<file path="config.mk">
export PLATFORM = sky130hd
export DESIGN_NAME = vga_sync_decoder
export DESIGN_NICKNAME = d
export VERILOG_FILES = /design/src/rtl/vga_sync_decoder.sv
export SDC_FILE = /design/constraint.sdc
export NUM_CORES = 1
export LEC_CHECK = 0
export CAP_MARGIN = 15
export CELL_PAD_IN_SITES_DETAIL_PLACEMENT = 1
export CELL_PAD_IN_SITES_GLOBAL_PLACEMENT = 2
export CORE_MARGIN = 5
export CORE_UTILIZATION = 42
export CTS_BUF_LIST = sky130_fd_sc_hd__clkbuf_4
export CTS_CLUSTER_DIAMETER = 200
export DETAILED_ROUTE_END_ITERATION = 8
export PLACE_DENSITY_LB_ADDON = 0.1
export SYNTH_ARGS = -nofsm -noshare
export SYNTH_HDL_FRONTEND = slang
export SYNTH_SLANG_ARGS = --single-unit
</file>
<file path="constraint.sdc">
create_clock -name clk -period 6.59 [get_ports clk]
set_clock_uncertainty 0.05 [all_clocks]
set_input_delay 0.659 -clock clk [delete_from_list [all_inputs] [get_ports clk]]
set_output_delay 0.659 -clock clk [all_outputs]
set_load 0.01 [all_outputs]
</file>
<file path="src/rtl/vga_sync_decoder.sv">
// ----------------------------------------------------------------------------
// vga_sync_decoder
//
// VGA sink for a 1-bit-per-colour RGB stream with active-low hsync/vsync that
// shares the pixel clock with its source. Recovers pixel coordinates from the
// sync edges and checks line length, hsync pulse width and frame length
// against the parameters. It declares lock after LOCK_FRAMES consecutive good
// frames and re-emits the active-area pixels tagged with x/y.
//
// Pipeline:
//   stage 1  samples the inputs and tracks the position (h_cnt_r/v_cnt_r) of
//            the sample held in s_hsync_r/s_vsync_r/s_rgb_r.
//   stage 2  registers the tagged pixel. Input to output latency is 2 clocks.
//   sync_err and locked are registered at the edge that detects a violation,
//   so they fall and rise together.
//
// Ports:
//   clk          pixel clock
//   reset        asynchronous, active-high; clears all state
//   hsync_in     active-low horizontal sync
//   vsync_in     active-low vertical sync
//   rgb_in[2:0]  bit0 = red, bit1 = green, bit2 = blue
//   pix_x        recovered x of the output pixel
//   pix_y        recovered y of the output pixel
//   pix_valid    output pixel lies in the active area and timing is locked
//   red_out / green_out / blue_out  colour bits, 0 when pix_valid is 0
//   frame_start  one-cycle pulse together with pix_valid at x=0, y=0
//   locked       timing lock
//   sync_err     one-cycle pulse on any timing violation
// ----------------------------------------------------------------------------
module vga_sync_decoder #(
    parameter int H_ACTIVE     = 640,
    parameter int H_SYNC_START = 656,
    parameter int H_SYNC_END   = 752,
    parameter int H_TOTAL      = 800,
    parameter int V_ACTIVE     = 480,
    parameter int V_SYNC_START = 490,
    parameter int V_TOTAL      = 525,
    parameter int LOCK_FRAMES  = 2
) (
    input  logic       clk,
    input  logic       reset,
    input  logic       hsync_in,
    input  logic       vsync_in,
    input  logic [2:0] rgb_in,
    output logic [9:0] pix_x,
    output logic [9:0] pix_y,
    output logic       pix_valid,
    output logic       red_out,
    output logic       green_out,
    output logic       blue_out,
    output logic       frame_start,
    output logic       locked,
    output logic       sync_err
);

    localparam logic [9:0]  H_LAST_C       = 10'(H_TOTAL - 1);
    localparam logic [9:0]  V_LAST_C       = 10'(V_TOTAL - 1);
    localparam logic [9:0]  H_ACTIVE_C     = 10'(H_ACTIVE);
    localparam logic [9:0]  V_ACTIVE_C     = 10'(V_ACTIVE);
    localparam logic [9:0]  H_SYNC_START_C = 10'(H_SYNC_START);
    localparam logic [9:0]  V_SYNC_START_C = 10'(V_SYNC_START);
    localparam logic [10:0] H_TOTAL_C      = 11'(H_TOTAL);
    localparam logic [10:0] H_WIDTH_C      = 11'(H_SYNC_END - H_SYNC_START);
    localparam logic [10:0] V_TOTAL_C      = 11'(V_TOTAL);
    localparam logic [10:0] MEAS_MAX_C     = 11'h7FF;
    localparam logic [3:0]  LOCK_FRAMES_C  = 4'(LOCK_FRAMES);
    localparam logic [3:0]  LOCK_MAX_C     = 4'hF;

    // Stage-1 sample and position
    logic       s_hsync_r;
    logic       s_vsync_r;
    logic [2:0] s_rgb_r;
    logic [9:0] h_cnt_r;
    logic [9:0] v_cnt_r;

    // Measurement state
    logic [10:0] h_len_r;        // clocks since the last hfall
    logic [10:0] v_len_r;        // line wraps since the last vfall
    logic        h_meas_valid_r;
    logic        v_meas_valid_r;
    logic        frame_bad_r;
    logic [3:0]  lock_cnt_r;

    // Combinational helpers
    logic        hfall_s;
    logic        hrise_s;
    logic        vfall_s;
    logic        h_wrap_s;
    logic [9:0]  h_cnt_nx_s;
    logic [9:0]  v_cnt_nx_s;
    logic [10:0] h_len_nx_s;
    logic [10:0] v_lines_s;
    logic [10:0] v_len_nx_s;
    logic [3:0]  lock_inc_s;
    logic        h_viol_s;
    logic        w_viol_s;
    logic        v_viol_s;
    logic        any_viol_s;
    logic        frame_good_s;
    logic        pix_valid_nx_s;

    assign hfall_s  = ~hsync_in & s_hsync_r;
    assign hrise_s  = hsync_in & ~s_hsync_r;
    assign vfall_s  = ~vsync_in & s_vsync_r;
    // A wrap that coincides with an hfall is replaced by the reload, so it
    // does not advance the line count.
    assign h_wrap_s = (h_cnt_r == H_LAST_C) & ~hfall_s;

    // Horizontal position: reload on hfall, otherwise free-run modulo H_TOTAL
    always_comb begin
        h_cnt_nx_s = h_cnt_r;
        if (hfall_s) begin
            h_cnt_nx_s = H_SYNC_START_C;
        end else if (h_cnt_r == H_LAST_C) begin
            h_cnt_nx_s = 10'd0;
        end else begin
            h_cnt_nx_s = h_cnt_r + 10'd1;
        end
    end

    // Vertical position: vfall reload wins over the line increment
    always_comb begin
        v_cnt_nx_s = v_cnt_r;
        if (vfall_s) begin
            v_cnt_nx_s = V_SYNC_START_C;
        end else if (h_wrap_s) begin
            if (v_cnt_r == V_LAST_C) begin
                v_cnt_nx_s = 10'd0;
            end else begin
                v_cnt_nx_s = v_cnt_r + 10'd1;
            end
        end else begin
            v_cnt_nx_s = v_cnt_r;
        end
    end

    // Measurement counters; both saturate so a dead input cannot alias a good length
    always_comb begin
        h_len_nx_s = h_len_r;
        v_lines_s  = v_len_r;
        v_len_nx_s = v_len_r;
        lock_inc_s = lock_cnt_r;
        if (hfall_s) begin
            h_len_nx_s = 11'd1;
        end else if (h_len_r != MEAS_MAX_C) begin
            h_len_nx_s = h_len_r + 11'd1;
        end else begin
            h_len_nx_s = h_len_r;
        end
        // The wrap arriving with a vfall closes the frame being measured.
        if (h_wrap_s && (v_len_r != MEAS_MAX_C)) begin
            v_lines_s = v_len_r + 11'd1;
        end else begin
            v_lines_s = v_len_r;
        end
        if (vfall_s) begin
            v_len_nx_s = 11'd0;
        end else begin
            v_len_nx_s = v_lines_s;
        end
        if (lock_cnt_r != LOCK_MAX_C) begin
            lock_inc_s = lock_cnt_r + 4'd1;
        end else begin
            lock_inc_s = lock_cnt_r;
        end
    end

    assign h_viol_s     = hfall_s & h_meas_valid_r & (h_len_r != H_TOTAL_C);
    assign w_viol_s     = hrise_s & h_meas_valid_r & (h_len_r != H_WIDTH_C);
    assign v_viol_s     = vfall_s & v_meas_valid_r & (v_lines_s != V_TOTAL_C);
    assign any_viol_s   = h_viol_s | w_viol_s | v_viol_s;
    assign frame_good_s = vfall_s & v_meas_valid_r & ~v_viol_s & ~frame_bad_r;

    assign pix_valid_nx_s = locked & (h_cnt_r < H_ACTIVE_C) & (v_cnt_r < V_ACTIVE_C);

    // Stage 1: input sample, position and measurement counters
    always_ff @(posedge clk or posedge reset) begin
        if (reset) begin
            s_hsync_r      <= 1'b0;
            s_vsync_r      <= 1'b0;
            s_rgb_r        <= 3'd0;
            h_cnt_r        <= 10'd0;
            v_cnt_r        <= 10'd0;
            h_len_r        <= 11'd0;
            v_len_r        <= 11'd0;
            h_meas_valid_r <= 1'b0;
            v_meas_valid_r <= 1'b0;
        end else begin
            s_hsync_r <= hsync_in;
            s_vsync_r <= vsync_in;
            s_rgb_r   <= rgb_in;
            h_cnt_r   <= h_cnt_nx_s;
            v_cnt_r   <= v_cnt_nx_s;
            h_len_r   <= h_len_nx_s;
            v_len_r   <= v_len_nx_s;
            if (hfall_s) begin
                h_meas_valid_r <= 1'b1;
            end
            if (vfall_s) begin
                v_meas_valid_r <= 1'b1;
            end
        end
    end

    // Violation pulse, frame quality and lock tracking
    always_ff @(posedge clk or posedge reset) begin
        if (reset) begin
            sync_err    <= 1'b0;
            locked      <= 1'b0;
            lock_cnt_r  <= 4'd0;
            frame_bad_r <= 1'b0;
        end else begin
            sync_err <= any_viol_s;
            if (any_viol_s) begin
                locked     <= 1'b0;
                lock_cnt_r <= 4'd0;
            end else if (frame_good_s) begin
                lock_cnt_r <= lock_inc_s;
                if (lock_inc_s >= LOCK_FRAMES_C) begin
                    locked <= 1'b1;
                end
            end else begin
                lock_cnt_r <= lock_cnt_r;
            end
            // A frame-length error at a vfall describes the frame that just
            // ended, so only h/width errors in that cycle taint the new frame.
            if (vfall_s) begin
                frame_bad_r <= h_viol_s | w_viol_s;
            end else if (any_viol_s) begin
                frame_bad_r <= 1'b1;
            end else begin
                frame_bad_r <= frame_bad_r;
            end
        end
    end

    // Stage 2: tagged output pixel
    always_ff @(posedge clk or posedge reset) begin
        if (reset) begin
            pix_x       <= 10'd0;
            pix_y       <= 10'd0;
            pix_valid   <= 1'b0;
            red_out     <= 1'b0;
            green_out   <= 1'b0;
            blue_out    <= 1'b0;
            frame_start <= 1'b0;
        end else begin
            pix_x       <= h_cnt_r;
            pix_y       <= v_cnt_r;
            pix_valid   <= pix_valid_nx_s;
            red_out     <= pix_valid_nx_s & s_rgb_r[0];
            green_out   <= pix_valid_nx_s & s_rgb_r[1];
            blue_out    <= pix_valid_nx_s & s_rgb_r[2];
            frame_start <= pix_valid_nx_s & (h_cnt_r == 10'd0) & (v_cnt_r == 10'd0);
        end
    end

endmodule

</file>
### Yosys cells after proc, flatten, opt, wreduce, memory -nomap -nowiden

Cells that the tools add are included.
Widths: inputs -> output; s select.

| storage, ports and cells | value |
|---|---|
| register bits after elaboration | 81 |
| bits of input ports | 7 |
| output and inout port bits | 27 |
| logic and storage cells | 89 |

| operators by class | value |
|---|---|
| add/sub/neg operators | 5 |
| order comparisons | 3 |
| equality and inequality tests | 8 |
| mux-type cells | 17 |
| bitwise logic cells | 27 |
| reduce and logical (&&, ||, !) cells | 9 |

Operator list:

| cell | count |
|---|---|
| $mux 10 | 5 |
| $mux 11 | 4 |
| $add 11x1->11 const B | 2 |
| $ne 11x10->1 const B | 2 |
| $ne 11x11->1 const B | 2 |
| $add 10x1->10 const B | 2 |
| $eq 10x10->1 const B | 2 |
| $logic_not 10->1 | 2 |
| $and 1x1->1 | 19 |
| $mux 4 | 3 |
| $ne 11x7->1 const B | 1 |
| $lt 10x10->1 const B | 1 |
| $lt 10x9->1 const B | 1 |
| $reduce_bool 2->1 | 5 |
| $not 1->1 | 6 |
| $mux 1 | 5 |
| $add 4x1->4 const B | 1 |
| $ge 4x2->1 const B | 1 |
| $ne 4x4->1 const B | 1 |
| $or 1x1->1 | 2 |
| $reduce_and 2->1 | 1 |
| $logic_and 1x1->1 | 1 |

### Depth between registers and ports, before layout

| logic depth | value |
|---|---|
| depth after elaboration | 13 |
| depth in mapped cells | 10 |
| mapped depth without buffers | 8 |

### Worst setup path before layout

OpenSTA, ideal clock, no wires.

| timing | value |
|---|---|
| path type | register to register |
| start point | register h_cnt_r[5] |
| end point | register lock_cnt_r[3] |
| library setup time | 0.141 ns |
| arrival time | 2.537 ns |
| required time | 6.399 ns |
| setup slack | 3.862 ns |
| stages on the path, launching flop included | 9 |
| buffers on the path | 1 |
| clock period less this slack | 2.728 ns |
| cells stage by stage | dfrtp_1 -> or3_4 -> or4_4 -> or4_4 -> o211a_1 -> and4b_1 -> buf_6 -> a41oi_1 -> a211oi_1 |

| on the way | value |
|---|---|
| word-level cells in the longest chain between the ends | 10 |
| elaborated cells between the ends (all ways) | 12 |
| classes of those cells | eq/ne: 2; mux: 2; bitwise: 6; reduce/logical: 2 |

Ends and longest elaborated chain:

| element | RTL line | source |
|---|---|---|
| from (decl) | 74 | `logic [9:0] h_cnt_r;` |
| from (signal assigned) | 193 | `h_cnt_r <= h_cnt_nx_s;` |
| $eq 10x10->1 * | 108 | `assign h_wrap_s = (h_cnt_r == H_LAST_C) & ~hfall_s;` |
| $and 1x1->1 * | 108 |  |
| $logic_and 1x1->1 * | 152 | `if (h_wrap_s && (v_len_r != MEAS_MAX_C)) begin` |
| $mux 11 * | 152 |  |
| $ne 11x10->1 * | 171 | `assign v_viol_s = vfall_s & v_meas_valid_r & (v_lines_s != V_TOTAL_C);` |
| $and 1x1->1 * | 171 |  |
| $not 1->1 | 173 | `assign frame_good_s = vfall_s & v_meas_valid_r & ~v_viol_s & ~frame_bad_r;` |
| $and 1x1->1 (2 in a row) | 173 |  |
| $reduce_bool 2->1 (no source line) | n/a |  |
| to (signal assigned) | 219 | `lock_cnt_r <= lock_inc_s;` |
| to (signal assigned) | 224 | `lock_cnt_r <= lock_cnt_r;` |
| to (decl) | 83 | `logic [3:0] lock_cnt_r;` |

Every way passes the cells marked *; elsewhere a longest branch is shown, timed or not.
A chain may end at the register's enable or synchronous reset.

### Worst setup path in the final report

| timing | value |
|---|---|
| start point | input port hsync_in |
| end point | register lock_cnt_r[3] |

| on the way | value |
|---|---|
| word-level cells in the longest chain between the ends | 12 |
| elaborated cells between the ends (all ways) | 20 |
| classes of those cells | eq/ne: 1; mux: 2; bitwise: 15; reduce/logical: 2 |

Ends and longest elaborated chain:

| element | RTL line | source |
|---|---|---|
| from (decl) | 43 | `input logic hsync_in,` |
| $not 1->1 | 103 | `assign hfall_s = ~hsync_in & s_hsync_r;` |
| $and 1x1->1 | 103 |  |
| $not 1->1 | 108 |  |
| $and 1x1->1 | 108 |  |
| $logic_and 1x1->1 | 152 |  |
| $mux 11 | 152 |  |
| $ne 11x10->1 | 171 |  |
| $and 1x1->1 | 171 |  |
| $not 1->1 | 173 |  |
| $and 1x1->1 (2 in a row) | 173 |  |
| $reduce_bool 2->1 (no source line) | n/a |  |

Parallel ways exist; a longest one is shown, timed or not.

==> metrics <==
top_reg_cell synth=dfrtp_1; I/O pins=34; detailed placement HPWL=5.84 mm; hold_sp=v_cnt_r[7]; DRT iter0 DRCs=59; Fin. Hold Viols=0; sequential fraction of the synthesis area=0.554; clock sinks=81; hold depth=0; worst reg2reg path depth=8; CTS Buffer Depth=2; origin of the critical flop-to-flop path=h_cnt_r[0]; fin. max-slew vios=0; wirelength, routed=8.49 mm; Hold Crit Class=flip-flop to flip-flop; crit start category=input pin; largest net degree at the start of global routing=82; CTS Buf Count=9; routed wl met3=158 um; asr flop ratio synth=1.00; router iterations before antenna repair=4; WP data arrival=3.50 ns; static leakage=1.80 nW; Slew @ Worst Pin=0.830 ns; layout cells sized above 1=0.0823; commonest non-fill, non-tap cell in the layout=dfrtp_1; Sequential Area=2030 um^2; routed wl met2=4.17 mm; initial core utilization=0.426; Antenna diodes=0; worst vdd ir=0.127 mV; status=finished clean; Netlist cell types=52; # Max-Cap Violations=0; Final Cell Area=4270 um^2; Final TNS setup=0 ns; Layout Nets=400; postcts setup bufs=0; area grow syn2layout=16.6%; RSZ-0062 raised after global routing=no; initial antenna violation count=0; YS warnings=0; most frequent cells in the layout=dfrtp_1, nor2_1, clkdlybuf4s50_1; Synth Instances=346; placed instance area=4100 um^2; first-pass GRT wire length=14.6 mm; worst-path fanout max=15; Syn Std Cell Area=3660 um^2; CP required=6.87 ns; core area=8590 um^2; Final Wtd Congestion=0.774; TritonCTS clock tree=built; vias per inst=5.54; Synth Area per Inst=10.6 um^2; Hold Path End=pix_y[7]; fin crit period=3.22 ns; # fillers=950; Row Count=34; CTS resizes=0; pwr dens=228 nW/um^2; vias in the first global route=2,909; die area=10,700 um^2; Post-CTS Hold Fix Bufs=0; routed length per instance=17.1 um; worst reg2reg setup slack=3.53 ns; FF+latch count, synth=81; critical path type=input pin to flip-flop; EDFF count, synth=0; Rel. slew slack=0.444; Die Span Y=103 um; port bufs=33; via count=2,753; die width=103 um; Achievable Freq=311 MHz; Worst R2R End=lock_cnt_r[3]; final setup violation count=0; H-tree Lvls=3; ANT nets after route=0; Total Routing Usage GR=0.175; period utilization=0.488; global route total overflow=0; multi-input combinational cell area=1540 um^2; Metal-1 WL=4.05 mm; Post-Syn Nets=362; Top Metal Used=met4; crit end category=flip-flop; Clock transition at path regs=0.15 ns; Root Buffer=clkbuf_4; Post-route DRC=0; worst skew pair latency=0.43 ns
cell type report:
type                    count  share of cell area
multi-input cells         243               0.360
inverters                  12              0.0108
clock buffers               9              0.0158
well taps                 108              0.0317
repair buffers             37              0.0891
clock inverters             7              0.0179
flip-flops and latches     81               0.475
power by group:
part,internal (W),leakage [nW],total (W),switching [W]
registers,0.000528,0.993,0.000563,0.0000346
clock network,0.000119,0.0750,0.000306,0.000187
logic,0.0000487,0.732,0.000103,0.0000540
total,0.000696,1.80,0.000972,0.000275
how the worst max path moves through the flow:
stage                        start            end  slack (ns)
after floorplan              reset       blue_out        3.80
after global routing      hsync_in  lock_cnt_r[3]        3.24
after CTS                 hsync_in  lock_cnt_r[3]        3.40
final                     hsync_in  lock_cnt_r[3]        3.37
after global placement    hsync_in  lock_cnt_r[3]        3.07
after detailed placement  hsync_in  lock_cnt_r[3]        2.94
critical path, cell delays in order:
cell	delay, ns
clkdlybuf4s50_1	0.54
nor2b_1	0.07
buf_4	0.19
or4_4	0.65
o31ai_1	0.44
o211a_1	0.24
and4b_1	0.30
a41oi_1	0.16
a211oi_1	0.25
cells by family after synthesis:
logic type | Yosys count | synth area share
adders and majority gates | 9 | 0.0308
DFF | 81 | 0.554
muxes | 3 | 0.00855
buffers and inverters | 22 | 0.0270
AOI/OAI and AO/OA | 53 | 0.0889
and+or+nand+nor | 156 | 0.238
xor gates and xnor gates | 22 | 0.0527
metal layers:
layer / vias to the layer above / track usage
met4: 0 / 0.0598
li1: 1319 / -
met5: - / 0
met3: 8 / 0.0295
met1: 1401 / 0.241
met2: 25 / 0.280
metrics by stage:
stage	hold WS, ns	utilization	power (W)	std cells	worst slack [ns]
6_report	0.411	0.497	0.000972	497	3.37
2_1_floorplan	0.303	-	0.000624	346	3.80
5_1_grt	0.437	0.497	0.00103	497	3.24
4_1_cts	0.412	0.494	0.000987	496	3.40
3_5_place_dp	0.376	0.477	0.000676	480	2.94
3_3_place_gp	0.380	0.477	0.000668	480	3.07
cell usage after synthesis (7+ instances only):
master | count | area [um^2]
xnor2_1 | 8 | 70.1
nand3_1 | 17 | 85.1
clkbuf_1 | 7 | 26.3
dfrtp_1 | 81 | 2030
xor2_1 | 14 | 123
o21ai_0 | 17 | 85.1
nand2_1 | 20 | 75.1
ha_1 | 9 | 113
and3_1 | 11 | 68.8
nand4_1 | 13 | 81.3
a21oi_1 | 13 | 65.1
nor2_1 | 46 | 173
inv_1 | 12 | 45.0
a31oi_1 | 8 | 50.1
state kept, by name, summed over array words and instances, names as in the netlist, 3 cells and up:
| signal | flops |
|---|---|
| v_cnt_r | 10 |
| h_cnt_r | 10 |
| pix_x | 10 |
| s_rgb_r | 3 |
| lock_cnt_r | 4 |
| h_len_r | 11 |
| pix_y | 10 |
| v_len_r | 11 |
(Power assumes the default switching activity.)
